$ cat src/rtl/lsu_pkg.sv
// Shared types, funct3 encodings and byte-lane helper for the load/store sub-word controller.
package lsu_pkg;

    typedef enum logic [0:0] {
        IDLE   = 1'b0,
        RMW_WR = 1'b1
    } lsu_state_e;

    localparam logic [2:0] F3_B  = 3'b000;
    localparam logic [2:0] F3_H  = 3'b001;
    localparam logic [2:0] F3_W  = 3'b010;
    localparam logic [2:0] F3_BU = 3'b100;
    localparam logic [2:0] F3_HU = 3'b101;

    // Byte-enable mask for an access; anything that is not B/H/BU/HU is a full word.
    function automatic logic [3:0] lane_mask(input logic [2:0] funct3, input logic [1:0] off);
        logic [3:0] m;
        case (funct3)
            F3_B, F3_BU: m = 4'b0001 << off;
            F3_H, F3_HU: m = off[1] ? 4'b1100 : 4'b0011;
            F3_W:        m = 4'b1111;
            default:     m = 4'b1111;
        endcase
        return m;
    endfunction

endpackage

$ cat src/rtl/lsu_lane_align.sv
// Combinational byte-lane logic: load extract/extend, store lane merge, misalign detect.
// Misalign reporting is enabled by the LSU_MISALIGN_ERR_EN macro.
module lsu_lane_align
    import lsu_pkg::*;
#(
    parameter int XLEN = 32
) (
    input  logic [2:0]      funct3,
    input  logic [1:0]      off,
    input  logic [XLEN-1:0] wdata,
    input  logic [XLEN-1:0] rdata,
    output logic [XLEN-1:0] load_data,
    output logic [XLEN-1:0] merged,
    output logic            misaligned
);

    logic            is_b_s;
    logic            is_h_s;
    logic            is_u_s;
    logic [1:0]      eff_off_s;
    logic [3:0]      lanes_s;
    logic [XLEN-1:0] shifted_s;
    logic [XLEN-1:0] bit_mask_s;

    // Lane select, extension and merge; low offset bits are forced to natural alignment.
    always_comb begin
        is_b_s     = (funct3 == F3_B) || (funct3 == F3_BU);
        is_h_s     = (funct3 == F3_H) || (funct3 == F3_HU);
        is_u_s     = (funct3 == F3_BU) || (funct3 == F3_HU);
        eff_off_s  = is_b_s ? off : (is_h_s ? {off[1], 1'b0} : 2'b00);
        shifted_s  = rdata >> {eff_off_s, 3'b000};
        lanes_s    = lane_mask(funct3, eff_off_s);
        bit_mask_s = {XLEN{1'b0}};
        for (int i = 0; i < XLEN / 8; i++) begin
            bit_mask_s[8*i +: 8] = {8{lanes_s[i]}};
        end
        if (is_b_s) begin
            load_data = {{(XLEN-8){shifted_s[7] & ~is_u_s}}, shifted_s[7:0]};
        end else if (is_h_s) begin
            load_data = {{(XLEN-16){shifted_s[15] & ~is_u_s}}, shifted_s[15:0]};
        end else begin
            load_data = rdata;
        end
        merged = (rdata & ~bit_mask_s) | ((wdata << {eff_off_s, 3'b000}) & bit_mask_s);
`ifdef LSU_MISALIGN_ERR_EN
        misaligned = is_h_s ? off[0] : ((!is_b_s) && (off != 2'b00));
`else
        misaligned = 1'b0;
`endif
    end

endmodule

$ cat src/rtl/lsu_subword_ctrl.sv
// RV32I load/store controller in front of a word-wide memory; sub-word stores use read-modify-write.
// Optional misaligned-access error reporting via the LSU_MISALIGN_ERR_EN macro.
module lsu_subword_ctrl
    import lsu_pkg::*;
#(
    parameter int XLEN     = 32,
    parameter int ADDR_LSB = 2
) (
    input  logic            clk,
    input  logic            reset,
    input  logic            req_valid,
    output logic            req_ready,
    input  logic            req_we,
    input  logic [2:0]      req_funct3,
    input  logic [XLEN-1:0] req_addr,
    input  logic [XLEN-1:0] req_wdata,
    output logic            resp_valid,
    output logic [XLEN-1:0] resp_rdata,
    output logic            resp_err,
    output logic [XLEN-1:0] mem_addr,
    output logic [XLEN-1:0] mem_wdata,
    output logic            mem_rw,
    input  logic [XLEN-1:0] mem_rdata
);

    lsu_state_e      state_q, state_d;
    logic            resp_valid_q, resp_valid_d;
    logic [XLEN-1:0] resp_rdata_q, resp_rdata_d;
    logic            resp_err_q, resp_err_d;
    logic [XLEN-1:0] rmw_addr_q, rmw_addr_d;
    logic [XLEN-1:0] rmw_data_q, rmw_data_d;

    logic [XLEN-1:0] word_addr_s;
    logic [XLEN-1:0] load_data_s;
    logic [XLEN-1:0] merged_s;
    logic            misaligned_s;
    logic            sub_word_s;

    assign word_addr_s = {req_addr[XLEN-1:ADDR_LSB], {ADDR_LSB{1'b0}}};
    // funct3[1]==0 covers B/H/BU/HU; every other encoding is a whole-word access.
    assign sub_word_s  = ~req_funct3[1];

    lsu_lane_align #(.XLEN(XLEN)) u_lane_align (
        .funct3     (req_funct3),
        .off        (req_addr[1:0]),
        .wdata      (req_wdata),
        .rdata      (mem_rdata),
        .load_data  (load_data_s),
        .merged     (merged_s),
        .misaligned (misaligned_s)
    );

    // Next-state, response and memory-port decode; mem_rw is purely combinational.
    always_comb begin
        state_d      = state_q;
        resp_valid_d = 1'b0;
        resp_rdata_d = {XLEN{1'b0}};
        resp_err_d   = 1'b0;
        rmw_addr_d   = rmw_addr_q;
        rmw_data_d   = rmw_data_q;
        req_ready    = 1'b0;
        mem_rw       = 1'b0;
        mem_addr     = word_addr_s;
        mem_wdata    = req_wdata;
        case (state_q)
            IDLE: begin
                req_ready = 1'b1;
                if (req_valid) begin
                    if (misaligned_s) begin
                        resp_valid_d = 1'b1;
                        resp_err_d   = 1'b1;
                    end else if (!req_we) begin
                        resp_valid_d = 1'b1;
                        resp_rdata_d = load_data_s;
                    end else if (!sub_word_s) begin
                        mem_rw       = 1'b1;
                        resp_valid_d = 1'b1;
                    end else begin
                        rmw_addr_d = word_addr_s;
                        rmw_data_d = merged_s;
                        state_d    = RMW_WR;
                    end
                end else begin
                    state_d = IDLE;
                end
            end
            RMW_WR: begin
                mem_rw       = 1'b1;
                mem_addr     = rmw_addr_q;
                mem_wdata    = rmw_data_q;
                resp_valid_d = 1'b1;
                state_d      = IDLE;
            end
            default: begin
                state_d = IDLE;
            end
        endcase
    end

    // State and registered response; reset abandons any pending merged write.
    always_ff @(posedge clk or negedge reset) begin
        if (!reset) begin
            state_q      <= IDLE;
            resp_valid_q <= 1'b0;
            resp_rdata_q <= {XLEN{1'b0}};
            resp_err_q   <= 1'b0;
            rmw_addr_q   <= {XLEN{1'b0}};
            rmw_data_q   <= {XLEN{1'b0}};
        end else begin
            state_q      <= state_d;
            resp_valid_q <= resp_valid_d;
            resp_rdata_q <= resp_rdata_d;
            resp_err_q   <= resp_err_d;
            rmw_addr_q   <= rmw_addr_d;
            rmw_data_q   <= rmw_data_d;
        end
    end

    assign resp_valid = resp_valid_q;
    assign resp_rdata = resp_rdata_q;
    assign resp_err   = resp_err_q;

endmodule

$ cat config.mk
export PLATFORM = sky130hd
export DESIGN_NAME = lsu_subword_ctrl
export DESIGN_NICKNAME = d
export VERILOG_FILES = /design/src/rtl/lsu_pkg.sv /design/src/rtl/lsu_lane_align.sv /design/src/rtl/lsu_subword_ctrl.sv
export SDC_FILE = /design/constraint.sdc
export NUM_CORES = 1
export LEC_CHECK = 0
export ABC_CLOCK_PERIOD_IN_PS = 3000
export CORE_MARGIN = 8
export CORE_UTILIZATION = 50
export DETAILED_ROUTE_END_ITERATION = 8
export PLACE_DENSITY = 0.86
export REMOVE_ABC_BUFFERS = 1
export SLEW_MARGIN = 10
export SYNTH_ARGS = -nofsm -noshare
export SYNTH_HDL_FRONTEND = slang
export SYNTH_HIERARCHICAL = 1
export SYNTH_SLANG_ARGS = --single-unit
$ cat constraint.sdc
create_clock -name clk -period 3 [get_ports clk]
set_input_delay 0.45 -clock clk [delete_from_list [all_inputs] [get_ports clk]]
set_output_delay 0.45 -clock clk [all_outputs]
set_load 0.01 [all_outputs]
---- Word level (Yosys, flattened, before mapping) ----
Index checks and enable logic that the tools add are counted.
cells by class
  shifts and indexed selects .............. 3
  bitwise logic cells ..................... 9
  mux-type cells .......................... 23
  eq/ne operators ......................... 3
  reduce and logical (&&, ||, !) cells .... 7
operators with widths
  kind                 number
  $mux 32              7
  $and 32x32->32       2
  $not 32->32          1
  $or 32x32->32        1
  $shl 32x5->32        1
  $shr 32x5->16        1
  $mux 1               9
  $pmux 4 s2           1
  $eq 3x3->1 const B   2
  $pmux 1 s2           3
  $mux 2               2
  $mux 4               1
  $reduce_and 4->1     1
  $reduce_or 2->1      2
  $shl 1x2->4 const A  1
  $eq 3x1->1 const B   1
  $logic_not 3->1      1
  $logic_or 1x1->1     3
  $not 1->1            3
  $and 1x1->1          2
storage, ports and cells
  register bits after elaboration ......... 96
  word-level logic and storage cells ...... 50
  output and inout port bits .............. 100

---- Depth between registers and ports, before layout ----
  depth after elaboration ................. 11
  mapped depth ............................ 8
  gate-level depth less buffers ........... 5

---- Hierarchy ----
Netlist, hierarchy kept.
by module, submodules not included
  module            area an instance (sq um)  instances  cells an instance  seq. area each (sq um)
  lsu_subword_ctrl  4,493.1                   1          284                2,427.3
  lsu_lane_align    1,587.8                   1          251                0.0

---- Worst setup path before layout ----
No wires, ideal clock.
  path type ............................... register -> output
  start point ............................. register state_q
  end point ............................... output port mem_addr[10]
  slack ................................... 1.190 ns
  stages on the path, launching flop included .. 4
  required time ........................... 2.550 ns
  arrival time ............................ 1.360 ns
  path through ............................ dfrtp_1 > clkbuf_1 > clkbuf_1 > mux2_2
on the way
  cells in the longest elaborated chain, start to end .. 1
ends and longest elaborated chain
  item                    RTL line                 text
  from (decl)             lsu_subword_ctrl.sv:26   lsu_state_e state_q, state_d;
  from (signal assigned)  lsu_subword_ctrl.sv:110  state_q <= state_d;
  $mux 32                 lsu_subword_ctrl.sv:65   case (state_q)
  to (decl)               lsu_subword_ctrl.sv:20   output logic [XLEN-1:0] mem_addr,
No other way between the ends.

---- Final worst setup path ----
  start point ............................. register state_q
  end point ............................... output port mem_wdata[5]
on the way
  cells in the longest elaborated chain, start to end .. 1
ends and longest elaborated chain
  item       RTL line                text
  $mux 32    lsu_subword_ctrl.sv:65
  to (decl)  lsu_subword_ctrl.sv:21  output logic [XLEN-1:0] mem_wdata,
No other way between the ends.

==> impl_table.tex <==
\begin{tabular}{lr}
\hline
Metric & Value \\
\hline
\multicolumn{2}{l}{\textbf{Clock network}} \\
\quad Number of clock sinks seen by CTS & 97 \\
\quad Number of buffers inserted to repair setup after CTS & 0 \\
\quad Maximum buffer depth of the clock tree & 2 \\
\quad Number of buffers added by the clock tree synthesis step & 9 \\
\quad Buffer cell driving the clock tree root & sky130\_fd\_sc\_hd\_\_clkbuf\_16 \\
\quad Count of hold buffers inserted by post-cts repair & 0 \\
\quad Clock latency of the later-clocked register in the worst-skew pair & 0.34 ns \\
\quad H-tree levels & 3 \\
\quad Number of gates given a new drive strength after cts & 0 \\
\quad TritonCTS clock tree & done \\
\quad Register clock-pin slew on the reported worst setup and hold paths & 0.07 ns \\
\multicolumn{2}{l}{\textbf{Global route}} \\
\quad Number of antenna violations at the first check in global routing & 3 \\
\quad First-pass GRT wire length & 27900 um \\
\quad Remaining Overflow, GRT & 0 \\
\quad Total routing resource utilization after global routing & 0.219 \\
\quad Vias in the first global route & 5092 \\
\quad Maximum number of pins on one net before global-route repair & 68 \\
\multicolumn{2}{l}{\textbf{Synthesis}} \\
\quad Post-Syn Area per Cell & roughly 11 um2 \\
\quad Unique masters post-synth & 48 \\
\quad Number of flops mapped to enable cells by yosys & 0 \\
\quad Share of synthesized registers carrying an async set or reset & 1.00 \\
\quad Predominant post-synthesis flop cell & sky130\_fd\_sc\_hd\_\_dfrtp\_1 \\
\quad Post-synthesis sequential area ratio & 0.399 \\
\quad Post-synthesis instance area & $\sim$6000 um2 \\
\quad Synthesized instance count & 535 \\
\quad Warning count from the yosys run & 6 \\
\quad Number of flip-flops and latches in the synthesized netlist & 97 \\
\multicolumn{2}{l}{\textbf{Critical path}} \\
\quad First element of the critical path & state\_q \\
\quad Maximum fanout along the worst path & 40 \\
\quad Worst-case reg-to-reg path depth & 5 \\
\quad Type of the worst setup path & register to output port \\
\quad Startpoint type of the worst setup path & register \\
\quad Capturing element type of the critical path & output port \\
\quad WP data required & 2.55 ns \\
\quad Setup slack, reg-to-reg & 0.74 ns \\
\quad Capture point of the worst path & mem\_wdata[5] \\
\quad Arr. time, crit path & 2.04 ns \\
\quad Startpoint of the lowest-slack register-to-register path & state\_q \\
\quad Endpoint of the lowest-slack register-to-register path & rmw\_addr\_q[31] \\
\multicolumn{2}{l}{\textbf{Placement}} \\
\quad HPWL reported at the end of detailed placement & 13200 um \\
\quad Last weighted congestion value of the routability-driven placer & 0.874 \\
\quad Total instance count after detailed placement & 852 \\
\quad Port Buf Inserts & 200 \\
\quad Pre-CTS setup slack & 0.431 ns \\
\multicolumn{2}{l}{\textbf{Routing}} \\
\quad Via Count & 4827 \\
\quad Count of unresolved DRC violations after routing & 0 \\
\quad Total iterations of the first detailed-routing run & 5 \\
\quad Detailed router's first-iteration violation count & just under 400 \\
\quad DR vias/cell & 5.54 \\
\quad Wire length per cell & 20.6 um \\
\quad Wirelength, routed & about 18000 um \\
\quad Number of nets with antenna violations after routing & 0 \\
\multicolumn{2}{l}{\textbf{Floorplan}} \\
\quad Die outline area & between 15000 and 20000 um2 \\
\quad I/O pin total & 203 \\
\quad Die width & 126 um \\
\quad Die extent in y & between 100 and 150 um \\
\quad Placeable core area & 12000 um2 \\
\quad Starting density of the core & 0.508 \\
\quad Standard-cell row count & 40 \\
\multicolumn{2}{l}{\textbf{Pwr}} \\
\quad Leakage power & 3.76 nW \\
\quad Power density relative to cell area & $\sim$460 nW/um2 \\
\quad Highest ir drop seen on vdd & 0.267 mV \\
\multicolumn{2}{l}{\textbf{Timing}} \\
\quad Achievable frequency & 402 MHz \\
\quad Setup repair after global routing missed its margin & no \\
\quad Max\_slew headroom & 0.438 \\
\quad Setup total negative slack & 0 ns \\
\quad Final Hold Vio Count & 0 \\
\quad Worst Skew & 0.00550 ns \\
\quad Final setup viols & 0 \\
\quad Transition time at the pin with the least slew margin & 0.843 ns \\
\quad Share of the clock period used by the worst path & 0.828 \\
\quad Number of pins exceeding their max-slew limit in the final report & 0 \\
\quad Min Clock Period, post-route & between 2 and 2.5 ns \\
\quad Final Hold Slack & 0.222 ns \\
\quad Setup WS post-layout & 0.515 ns \\
\multicolumn{2}{l}{\textbf{Status}} \\
\quad Run status & finished clean \\
\multicolumn{2}{l}{\textbf{Job}} \\
\quad Number of maximum-capacitance violations & 0 \\
\multicolumn{2}{l}{\textbf{Final layout}} \\
\quad NumNets Final & 819 \\
\quad Filler cell count in the final layout & between 800 and 900 \\
\quad Ratio of cells with drive above 1 in the final layout & 0.259 \\
\quad Number of standard cells in the final layout excluding fillers & 872 \\
\quad P\&R area growth vs syn & 37.0\% \\
\multicolumn{2}{l}{\textbf{Worst hold path}} \\
\quad Class of the tightest hold or removal check & input port to asynchronous set/reset pin \\
\hline
\end{tabular}
## worst max-delay path, stage by stage (launching register included)
cell and delay, ns:
sky130_fd_sc_hd__dfrtp_2 0.36, sky130_fd_sc_hd__buf_4 0.42, sky130_fd_sc_hd__mux2_2 0.39, sky130_fd_sc_hd__clkdlybuf4s50_1 0.50
## metal layers
metal,global-route usage,wire [um]
met4,0.0927,354
met2,0.368,9020
met5,0,0
met3,0.0430,1110
met1,0.270,7500
## layout make-up
cell class | instances | area [um2] | share of cell area
Multi-Input combinational cell | 389 | 3280 | 0.394
Sequential cell | 97 | 2430 | 0.292
Timing Repair Buffer | 214 | 2110 | 0.254
Clock buffer | 9 | 225 | 0.0270
Tap cell | 147 | 184 | 0.0221
Clock inverter | 7 | 70.1 | 0.00841
Inverter | 5 | 18.8 | 0.00225
Antenna cell | 4 | 10.0 | 0.00120
## synth_stat cells (6+ instances only)
cell type,count,area (um2)
sky130_fd_sc_hd__a21oi_1,43,215
sky130_fd_sc_hd__nor2_1,23,86.3
sky130_fd_sc_hd__nor2b_1,9,56.3
sky130_fd_sc_hd__nand3_1,13,65.1
sky130_fd_sc_hd__and2_1,32,200
sky130_fd_sc_hd__buf_2,10,50.1
sky130_fd_sc_hd__buf_4,7,52.6
sky130_fd_sc_hd__o21ai_0,21,105
sky130_fd_sc_hd__mux2_4,59,886
sky130_fd_sc_hd__dfrtp_1,97,2430
sky130_fd_sc_hd__nand4_1,6,37.5
sky130_fd_sc_hd__and3_1,7,43.8
sky130_fd_sc_hd__mux2i_1,24,240
sky130_fd_sc_hd__buf_6,8,90.1
sky130_fd_sc_hd__clkbuf_1,14,52.6
sky130_fd_sc_hd__mux2_2,74,833
sky130_fd_sc_hd__a31oi_1,7,43.8
sky130_fd_sc_hd__buf_12,6,120
sky130_fd_sc_hd__nand2_1,34,128
## state kept, by name (all words and copies together) (netlist names)
signal      cells
resp_err        1
rmw_data_q     32
rmw_addr_q     30
resp_valid      1
state_q         1
resp_rdata     32
## how the worst min path moves through the flow
stage,slack [ns],end,startpoint
2_1_floorplan,0.15,resp_err,reset
3_3_place_gp,0.49,rmw_addr_q[2],rmw_addr_q[2]
3_5_place_dp,0.49,rmw_data_q[2],rmw_data_q[2]
4_1_cts,0.25,resp_rdata[9],reset
5_1_grt,0.29,rmw_data_q[0],reset
6_report,0.22,rmw_data_q[0],reset
## power by group
group / total (mW) / internal [mW] / switching, mW / leakage, nW
Combinational: 1.02 / 0.641 / 0.381 / 2.39
Sequential: 1.65 / 1.52 / 0.128 / 1.22
Clock: 1.15 / 0.647 / 0.502 / 0.146
Total: 3.82 / 2.81 / 1.01 / 3.76
## layout by cell type, fill, tap and decap left out, drive strengths merged, types with 16 or more instances in the layout
master / Yosys / routed
nand3: 17 / 17
buf: 31 / 16
mux2: 133 / 133
mux2i: 24 / 24
nor2: 24 / 24
o21ai: 25 / 25
dfrtp: 97 / 97
clkdlybuf4s50: 0 / 198
a21oi: 44 / 44
and2: 32 / 32
nand2: 34 / 34
## cell families after synthesis
group,count (synthesis),synth area share
mux,157,0.322
simple gates,145,0.136
flops,97,0.399
compound gates,84,0.0784
buf+inv,50,0.0632
other cells,2,0.00124
## per-stage QoR
step,cell area (um2),power [mW],util
CTS,8320,3.84,0.696
detailed placement,8020,2.68,0.671
finish,8330,3.82,0.696
global route,8330,3.99,0.696
global placement,8020,2.65,0.671
floorplan,5720,2.20,-
(Power assumes the default switching activity.)
